**config.mk**
```make
export PLATFORM = sky130hd
export DESIGN_NAME = rv_instr_encoder
export DESIGN_NICKNAME = d
export VERILOG_FILES = /design/src/rtl/rv_enc_pkg.sv /design/src/rtl/rv_instr_fifo.sv /design/src/rtl/rv_instr_encoder.sv
export SDC_FILE = /design/constraint.sdc
export NUM_CORES = 1
export LEC_CHECK = 0
export ABC_AREA = 1
export CAP_MARGIN = 20
export CORE_AREA = 3 3 110 112
export CTS_BUF_LIST = sky130_fd_sc_hd__clkbuf_8
export DETAILED_ROUTE_END_ITERATION = 16
export DIE_AREA = 0 0 113 115
export PLACE_DENSITY = 0.81
export SKIP_LAST_GASP = 1
export SLEW_MARGIN = 10
export SYNTH_ARGS = -nofsm -noshare
export SYNTH_HDL_FRONTEND = slang
export SYNTH_SLANG_ARGS = --single-unit
```
**constraint.sdc**
```tcl
create_clock -name clk -period 3.7 [get_ports clk]
set_clock_uncertainty 0.2 [all_clocks]
set_input_delay 0.74 -clock clk [delete_from_list [all_inputs] [get_ports clk]]
set_output_delay 0.74 -clock clk [all_outputs]
set_load 0.03 [all_outputs]
```
**src/rtl/rv_enc_pkg.sv**
```systemverilog
// Shared constants for the RV32I instruction encoder: command class codes,
// the 7-bit major opcodes they map to, and the shift func3 values.
package rv_enc_pkg;

    localparam logic [3:0] OP_R      = 4'd0;
    localparam logic [3:0] OP_I      = 4'd1;
    localparam logic [3:0] OP_LOAD   = 4'd2;
    localparam logic [3:0] OP_STORE  = 4'd3;
    localparam logic [3:0] OP_BRANCH = 4'd4;
    localparam logic [3:0] OP_JAL    = 4'd5;
    localparam logic [3:0] OP_LUI    = 4'd6;
    localparam logic [3:0] OP_AUIPC  = 4'd7;
    localparam logic [3:0] OP_JALR   = 4'd8;

    localparam logic [6:0] OPC_R      = 7'b0110011;
    localparam logic [6:0] OPC_I      = 7'b0010011;
    localparam logic [6:0] OPC_LOAD   = 7'b0000011;
    localparam logic [6:0] OPC_STORE  = 7'b0100011;
    localparam logic [6:0] OPC_BRANCH = 7'b1100011;
    localparam logic [6:0] OPC_JAL    = 7'b1101111;
    localparam logic [6:0] OPC_LUI    = 7'b0110111;
    localparam logic [6:0] OPC_AUIPC  = 7'b0010111;
    localparam logic [6:0] OPC_JALR   = 7'b1100111;

    localparam logic [2:0] F3_SLL = 3'b001;
    localparam logic [2:0] F3_SRX = 3'b101;

endpackage

```
**src/rtl/rv_instr_fifo.sv**
```systemverilog
// DEPTH-entry, 32-bit synchronous FIFO with occupancy count; the head word
// reads as zero while empty so the sink never sees stale data.
module rv_instr_fifo #(
    parameter int DEPTH = 4
) (
    input  logic                     clk,
    input  logic                     rst,
    input  logic                     push,
    input  logic                     pop,
    input  logic [31:0]              din,
    output logic [31:0]              dout,
    output logic [$clog2(DEPTH):0]   fill,
    output logic                     full,
    output logic                     empty
);
    localparam int AW = $clog2(DEPTH);

    logic [31:0]   mem [DEPTH];
    logic [AW-1:0] wr_ptr;
    logic [AW-1:0] rd_ptr;

    assign full  = (fill == (AW+1)'(DEPTH));
    assign empty = (fill == '0);
    assign dout  = empty ? 32'd0 : mem[rd_ptr];

    always_ff @(posedge clk) begin
        if (push) begin
            mem[wr_ptr] <= din;
        end
    end

    // DEPTH is a power of two, so natural pointer overflow is the wrap.
    always_ff @(posedge clk) begin
        if (rst) begin
            wr_ptr <= '0;
            rd_ptr <= '0;
            fill   <= '0;
        end else begin
            if (push) wr_ptr <= wr_ptr + 1'b1;
            if (pop)  rd_ptr <= rd_ptr + 1'b1;
            case ({push, pop})
                2'b10:   fill <= fill + 1'b1;
                2'b01:   fill <= fill - 1'b1;
                default: fill <= fill;
            endcase
        end
    end

endmodule

```
**src/rtl/rv_instr_encoder.sv**
```systemverilog
// Field-level command to RV32I word encoder feeding an output FIFO.
// Optional immediate/shamt range checking: define RV_ENC_RANGE_CHECK_EN.
module rv_instr_encoder
    import rv_enc_pkg::*;
#(
    parameter int DEPTH = 4
) (
    input  logic                   clk,
    input  logic                   rst,
    input  logic                   cmd_valid,
    output logic                   cmd_ready,
    input  logic [3:0]             cmd_op,
    input  logic [2:0]             cmd_func3,
    input  logic                   cmd_func7_5,
    input  logic [4:0]             cmd_rd,
    input  logic [4:0]             cmd_rs1,
    input  logic [4:0]             cmd_rs2,
    input  logic [31:0]            cmd_imm,
    output logic                   instr_valid,
    input  logic                   instr_ready,
    output logic [31:0]            instr,
    output logic                   err_illegal,
    output logic [$clog2(DEPTH):0] fill
);
    logic [31:0] enc_word;
    logic        legal;
    logic        is_shift;
    logic        accept;
    logic        full;
    logic        empty;

    assign is_shift = (cmd_op == OP_I) &&
                      ((cmd_func3 == F3_SLL) || (cmd_func3 == F3_SRX));

    always_comb begin
        enc_word = 32'd0;
        case (cmd_op)
            OP_R:      enc_word = {1'b0, cmd_func7_5, 5'd0, cmd_rs2, cmd_rs1, cmd_func3, cmd_rd, OPC_R};
            OP_I:      enc_word = is_shift
                                ? {1'b0, cmd_func7_5, 5'd0, cmd_imm[4:0], cmd_rs1, cmd_func3, cmd_rd, OPC_I}
                                : {cmd_imm[11:0], cmd_rs1, cmd_func3, cmd_rd, OPC_I};
            OP_LOAD:   enc_word = {cmd_imm[11:0], cmd_rs1, cmd_func3, cmd_rd, OPC_LOAD};
            OP_JALR:   enc_word = {cmd_imm[11:0], cmd_rs1, cmd_func3, cmd_rd, OPC_JALR};
            OP_STORE:  enc_word = {cmd_imm[11:5], cmd_rs2, cmd_rs1, cmd_func3, cmd_imm[4:0], OPC_STORE};
            OP_BRANCH: enc_word = {cmd_imm[12], cmd_imm[10:5], cmd_rs2, cmd_rs1, cmd_func3,
                                   cmd_imm[4:1], cmd_imm[11], OPC_BRANCH};
            OP_JAL:    enc_word = {cmd_imm[20], cmd_imm[10:1], cmd_imm[11], cmd_imm[19:12], cmd_rd, OPC_JAL};
            OP_LUI:    enc_word = {cmd_imm[31:12], cmd_rd, OPC_LUI};
            OP_AUIPC:  enc_word = {cmd_imm[31:12], cmd_rd, OPC_AUIPC};
            default:   enc_word = 32'd0;
        endcase
    end

`ifdef RV_ENC_RANGE_CHECK_EN
    // A signed value fits an N-bit field when every bit above the sign bit matches it.
    always_comb begin
        legal = 1'b1;
        case (cmd_op)
            OP_R:              legal = 1'b1;
            OP_I:              legal = is_shift ? (cmd_imm[31:5] == '0)
                                                : (cmd_imm[31:11] == {21{cmd_imm[11]}});
            OP_LOAD, OP_STORE,
            OP_JALR:           legal = (cmd_imm[31:11] == {21{cmd_imm[11]}});
            OP_BRANCH:         legal = (cmd_imm[31:12] == {20{cmd_imm[12]}}) && !cmd_imm[0];
            OP_JAL:            legal = (cmd_imm[31:20] == {12{cmd_imm[20]}}) && !cmd_imm[0];
            OP_LUI, OP_AUIPC:  legal = (cmd_imm[11:0] == 12'd0);
            default:           legal = 1'b0;
        endcase
    end
`else
    logic unused_imm_lsb;
    assign unused_imm_lsb = cmd_imm[0];
    assign legal = (cmd_op <= OP_JALR);
`endif

    assign cmd_ready   = !full;
    assign instr_valid = !empty;
    assign accept      = cmd_valid && cmd_ready;

    always_ff @(posedge clk) begin
        if (rst) begin
            err_illegal <= 1'b0;
        end else begin
            err_illegal <= accept && !legal;
        end
    end

    rv_instr_fifo #(
        .DEPTH (DEPTH)
    ) u_fifo (
        .clk   (clk),
        .rst   (rst),
        .push  (accept && legal),
        .pop   (instr_valid && instr_ready),
        .din   (enc_word),
        .dout  (instr),
        .fill  (fill),
        .full  (full),
        .empty (empty)
    );

endmodule

```
==> summary.md, run 1 <==
| Metric | Value |
|---|---|
| Outcome | `finished clean` |
| Worst hold-check path type | `flop to flop` |
| Mapped Area | `0.00625 mm²` |
| Die span in x | `113 µm` |
| # DRC | `0` |
| Final worst path period share | `93.5%` |
| CTS tree | `done` |
| Die area | `0.0130 mm²` |
| GRT overflow | `0` |
| Syn. warnings | `0` |
| Power per cell area | `642 mW/mm²` |
| Endpoints failing hold | `0` |
| Mean Syn Cell Area | `9.80 µm²` |
| Setup TNS Final | `0 ps` |
| Initial antenna violation count | `0` |
| Seq cells post-synth | `134` |
| Req. time, crit path | `2760 ps` |
| Initial DRC Count | `466` |
| DR vias/cell | `5.65` |
| First-pass GRT wire length | `23500 µm` |
| Worst-Margin Slew | `899 ps` |
| Total power | `4990 µW` |
| Post-route ant nets | `0` |
| Leakage | `0.00306 µW` |
| RR Startpoint | `u_fifo.fill[1]` |
| Pin count of the biggest net entering global routing | `63` |
| Max Fclk | `289 MHz` |
| Max Cap Viol | `0` |
| Deepest clock path buffer count | `2` |
| All-Layer GR Usage | `23.6%` |
| Worst-path maximum fanout | `62` |
| Hold Buf Count CTS | `0` |
| CP startpoint kind | `flop` |
| Routed WL | `15100 µm` |
| I/O pin total | `97` |
| Pre-antenna DRT Iters | `5` |
| Die Ht | `115 µm` |
| Area growth syn-to-layout | `24.3%` |
| Net Count, Synth | `703` |
| Clock transition at path regs | `80 ps` |
| Gate Count Post-Synth | `638` |
| Post-CTS sizing | `0` |
| Relative slew margins | `40.0%` |
| Top area cells in the synthesized netlist | `edfxtp_1 (60%), nor2_1 (9.4%), o21ai_0 (5.8%)` |
| Endpoints failing setup | `0` |
| Post-CTS Setup Bufs | `0` |
| Clock H-tree levels | `4` |
| Final GP Congestion | `0.989` |
| Total number of vias | `5044` |
| RSZ-0062 raised after global routing | `no` |
| Post-synth top area share | `59.6%` |
| Post-DP HPWL | `9690 µm` |
| Sequential share of the synthesized area | `62.8%` |
| Fin crit period | `3460 ps` |
| Worst-Skew Late Latency | `440 ps` |
| Final Slew Violations | `0` |
| Root buffer cell | `clkbuf_8` |
| Hold_sp | `u_fifo.rd_ptr[1]` |
| Synth cell types | `29` |
| Vias in the first global route | `4821` |
| # diodes | `0` |
| Port bufs | `96` |
| Crit path DAT | `2520 ps` |
| CTS Sinks | `134` |
| Initial Util | `55.2%` |
| Crit Path Class | `flop to output port` |
| Synth area leader | `edfxtp_1` |
| Final nets | `801` |
| Crit end category | `output port` |
| Core Area | `0.0113 mm²` |
| Std cell rows | `39` |
| Final core utilization | `68.6%` |
| Clock buffer count from CTS | `17` |
| Layout cell share with drive strength beyond 1 | `12.8%` |
| Wirelength per Cell | `16.9 µm` |
| VDD IR max | `0.408 mV` |
[cell usage after synthesis (all sizes together)]
master,instances
nor2,161
edfxtp,124
nand2,93
o21ai,78
inv,44
a21oi,39
nand3,32
buf,17
nand4,15
clkbuf,13
dfxtp,10
ha,5
fa,1
nand3b,1
nor3b,1
o21bai,1
o22ai,1
or2,1
xor2,1
[sequential cells by signal, summed over array words and instances (netlist names), named ones only]
signal         flops
u_fifo.wr_ptr      2
u_fifo.rd_ptr      2
err_illegal        1
u_fifo.mem       124
u_fifo.fill        3
[where the power goes]
part	internal, µW	switching [µW]
clock	612	583
sequential	1770	76.4
combinational	717	1230
total	3100	1890
[final timing paths]
path                            to  slack [ps]  cells past startpoint
setup / recovery         instr[30]         240                      4
hold / removal    u_fifo.rd_ptr[1]         300                      2
setup reg to reg    u_fifo.fill[2]        1260                     11
hold reg to reg   u_fifo.rd_ptr[1]         300                      2
[cells in the final DEF, fill, tap and decap left out, types with 2 or more instances in the layout]
| cell | instances |
|---|---|
| a21oi_1 | 39 |
| buf_12 | 9 |
| buf_4 | 35 |
| bufinv_16 | 2 |
| clkbuf_8 | 17 |
| clkdlybuf4s50_1 | 64 |
| clkinv_4 | 4 |
| clkinvlp_4 | 2 |
| dfxtp_1 | 9 |
| edfxtp_1 | 124 |
| ha_1 | 5 |
| inv_1 | 38 |
| inv_2 | 5 |
| inv_6 | 6 |
| nand2_1 | 90 |
| nand2_4 | 2 |
| nand3_1 | 31 |
| nand4_1 | 15 |
| nor2_1 | 153 |
| nor2_2 | 4 |
| nor2_4 | 2 |
| nor2_8 | 2 |
| o21ai_0 | 72 |
| o21ai_1 | 6 |
[metal layers]
metal / up-vias / wire length, µm / global-route usage [%]
li1: 2374 / - / -
met1: 2342 / 5930 / 29.3
met2: 289 / 7370 / 39.3
met3: 39 / 1430 / 5.58
met4: 0 / 375 / 11.1
met5: - / 0 / 0
[per-stage QoR]
stage | worst slack [ps] | std cells | cell area, µm² | hold WS [ps]
2_1_floorplan | 353 | 638 | 6250 | 262
6_report | 241 | 892 | 7770 | 297
5_1_grt | 54.1 | 892 | 7770 | 336
4_1_cts | 247 | 891 | 7750 | 301
3_5_place_dp | 319 | 859 | 7350 | 289
3_3_place_gp | 392 | 859 | 7350 | 282
[critical path, cell delays in order, from the launching register on]
cell     delay (ps)
dfxtp_2         780
inv_2           560
o21ai_0         380
a21oi_1         170
buf_12          170
[logic make-up (layout without fill, tap and decap cells)]
family | Yosys count | count (layout) | share of synthesized area [%]
DFF | 134 | 134 | 62.8
adders and majority gates | 6 | 6 | 1.32
xor gates and xnor gates | 1 | 1 | 0.140
and+or+nand+nor | 304 | 304 | 20.8
buffers and inverters | 74 | 185 | 5.40
AOI/OAI and AO/OA | 119 | 119 | 9.59
[area by class of cell]
type | count | area [µm²]
Clock buffer | 17 | 234
Clock inverter | 15 | 166
Fill cell | 831 | 3550
Inverter | 44 | 168
Multi-Input combinational cell | 430 | 2000
Sequential cell | 134 | 3930
Tap cell | 143 | 179
Timing Repair Buffer | 109 | 1100
No activity file was read; power rests on OpenSTA's default activity.
==> run 2, diff against run 1 <==
CORE_AREA = 3 3 112 114   (was 3 3 110 112)
DIE_AREA = 0 0 115 117   (was 0 0 113 115)
SYNTH_HIERARCHICAL = 1   (was not set)
==> run 2 against run 1 <==
Compared with the run above:
- setup slack got worse by 73 ps
- total power rose by 3.8%
- register-to-register slack improved by 50 ps
- non-clock buffer count rose by 1
- routed wire length rose by 0.51%
- via count rose by 1.8%
- area after synthesis rose by 3.1%
- utilization rose by 1.1 points
- first-iteration DRC count fell by 16%
- combinational power fell by 4%
- critical path type unchanged
- largest power group is now sequential cells
==> summary.md, run 2 <==
| Metric | Value |
|---|---|
| Hold Buf Count CTS | `0` |
| Leakage | `0.00329 µW` |
| I/O pin total | `97` |
| Worst reg-to-reg path cell count | `15` |
| Post-DP HPWL | `10100 µm` |
| Worst-path maximum fanout | `46` |
| Area growth syn-to-layout | `24.5%` |
| Routed WL | `15200 µm` |
| Delay of the slowest critical-path stage | `690 ps` |
| Final worst path period share | `95.5%` |
| Largest registers | `u_fifo/mem (128), u_fifo/fill (3)` |
| Deepest clock path buffer count | `2` |
| Endpoints failing hold | `0` |
| Worst-Margin Slew | `854 ps` |
| Most frequent cell after synthesis | `nand2_1` |
| GRT overflow | `0` |
| Biggest register | `u_fifo/mem` |
| Total number of vias | `5133` |
| Max reg flops | `128` |
| Top area cells in the synthesized netlist | `edfxtp_1 (60%), nand2_1 (15%), nor2_1 (5.2%)` |
| Fin cells | `935` |
| Mapped Area | `0.00645 mm²` |
| Hold Path Stages | `1` |
| Max Fclk | `283 MHz` |
| Synth area leader | `edfxtp_1` |
| Seq cells post-synth | `138` |
| Post-CTS sizing | `0` |
| Post-CTS Setup Bufs | `0` |
| Wirelength per Cell | `16.2 µm` |
| Worst-Skew Late Latency | `430 ps` |
| Clock H-tree levels | `4` |
| Final GP Congestion | `0.928` |
| GR Layer Usage met1 | `30.4%` |
| Pre-antenna DRT Iters | `5` |
| Hold_sp | `u_fifo/rd_ptr[1]` |
| Commonest non-fill, non-tap cell in the layout | `nand2_1` |
| Crit end category | `output port` |
| Final core utilization | `69.7%` |
| Net Count, Synth | `742` |
| Post-route ant nets | `0` |
| Final nets | `844` |
| RSZ-0062 raised after global routing | `no` |
| # DRC | `0` |
| Port bufs | `96` |
| Die area | `0.0135 mm²` |
| Worst hold-check path type | `flop to flop` |
| Max Cap Viol | `0` |
| DP Cell Count | `903` |
| Pre-CTS WS | `386 ps` |
| RR Startpoint | `u_fifo/fill[2]` |
| M2 GR Usage | `38.9%` |
| First-pass GRT wire length | `24000 µm` |
| Most used DFF post-synth | `edfxtp_1` |
| # diodes | `0` |
| Layout cell share with drive strength beyond 1 | `8.46%` |
| Die Ht | `117 µm` |
| Synth cell types | `28` |
| Final Worst Setup Slack | `168 ps` |
| Gr busiest metal | `met2` |
| CTS Sinks | `138` |
| Met3 Use GR | `4.52%` |
| Power per cell area | `645 mW/mm²` |
| Post-synth EDFFs | `128` |
| CP startpoint kind | `flop` |
| Req. time, crit path | `2760 ps` |
| Clock buffer count from CTS | `17` |
| DR vias/cell | `5.49` |
| Synth top cells by count | `nand2_1 (251), edfxtp_1 (128), nor2_1 (90)` |
| Die span in x | `115 µm` |
| Setup TNS Final | `0 ps` |
| Total power | `5180 µW` |
| Std cell rows | `39` |
| Crit path DAT | `2590 ps` |
| Clock transition at path regs | `80 ps` |
| Slowest CP cell | `clkdlybuf4s50_1` |
| Pin count of the biggest net entering global routing | `47` |
| Fin crit period | `3530 ps` |
| Initial DRC Count | `393` |
| Core Area | `0.0115 mm²` |
| Commonest cells after routing, fill and taps aside | `nand2_1 (251), edfxtp_1 (128), clkdlybuf4s50_1 (96)` |
| VDD IR max | `0.443 mV` |
| Vias in the first global route | `4885` |
| Asr flop ratio synth | `0%` |
| Final Slew Violations | `0` |
| Endpoints failing setup | `0` |
| Gate Count Post-Synth | `677` |
| CTS tree | `done` |
| Mean Syn Cell Area | `9.52 µm²` |
| Initial antenna violation count | `0` |
| All-Layer GR Usage | `23.6%` |
| Initial Util | `56.0%` |
| Syn. warnings | `6` |
| Relative slew margins | `43.0%` |
| Outcome | `finished clean` |
| Cells along the critical path | `inv_2 > buf_4 > nand2_1 > a21oi_1 > clkdlybuf4s50_1` |
| Crit Path Class | `flop to output port` |
| Root buffer cell | `clkbuf_8` |
| Post-synth top area share | `59.6%` |
| Sequential share of the synthesized area | `62.7%` |
| Filler cells | `852` |
-- run 2: cell types whose count changed after synthesis, sizes merged, moves of 2 or more --
cell and change:
buf +2, clkbuf -5, nand4 -3, nor3 +4
o21ai -34, nand2 +161, inv -8, nand3 -11
edfxtp +4, nor2 -66
-- run 2: final cells by class --
class / count / area [µm²] / area share (%)
Inverter: 36 / 135 / 1.68
Timing Repair Buffer: 110 / 1100 / 13.8
Tap cell: 143 / 179 / 2.23
Sequential cell: 138 / 4050 / 50.4
Clock inverter: 15 / 235 / 2.93
Clock buffer: 17 / 234 / 2.92
Multi-Input combinational cell: 476 / 2090 / 26.1
-- run 2: through the flow --
step	hold slack (ps)	area, µm²
floorplan	212	6450
global route	272	8030
CTS	256	8020
global placement	232	7550
detailed placement	262	7550
finish	270	8030
-- run 2: worst paths after layout --
| path | to | slack [ps] |
|---|---|---|
| worst max register to register | u_fifo/fill[2] | 1310 |
| worst min register to register | flop | 270 |
| worst min-delay path | flop | 270 |
| worst max-delay path | instr[24] | 170 |
-- run 2: power breakdown --
part / total [µW] / internal (µW) / switching, µW
clock: 1420 / 820 / 600
sequential: 1880 / 1820 / 62.8
combinational: 1880 / 666 / 1210
-- run 2: metal layers --
metal / share of wire, % / vias to the layer above / routed length (µm)
li1: - / 2461 / -
met1: 41 / 2382 / 6160
met2: 49 / 258 / 7400
met3: 8.0 / 32 / 1210
met4: 2.7 / 0 / 403
met5: 0 / - / 0
-- run 2: kinds of logic (layout without fill, tap and decap cells) --
family	count (synthesis)	count (layout)	synth area share [%]
and+or+nand+nor	387	387	24.6
DFF	138	138	62.7
buffers and inverters	63	178	4.93
AOI/OAI and AO/OA	83	83	6.44
adders and majority gates	6	6	1.28
-- run 2: worst max-delay path, delay by kind of cell (launching register included) --
kind	cells	cell delay [ps]
AO/OA/AOI/OAI	1	160
AND/OR/NAND/NOR	1	60
flip-flops	1	310
buffers and inverters	3	1590
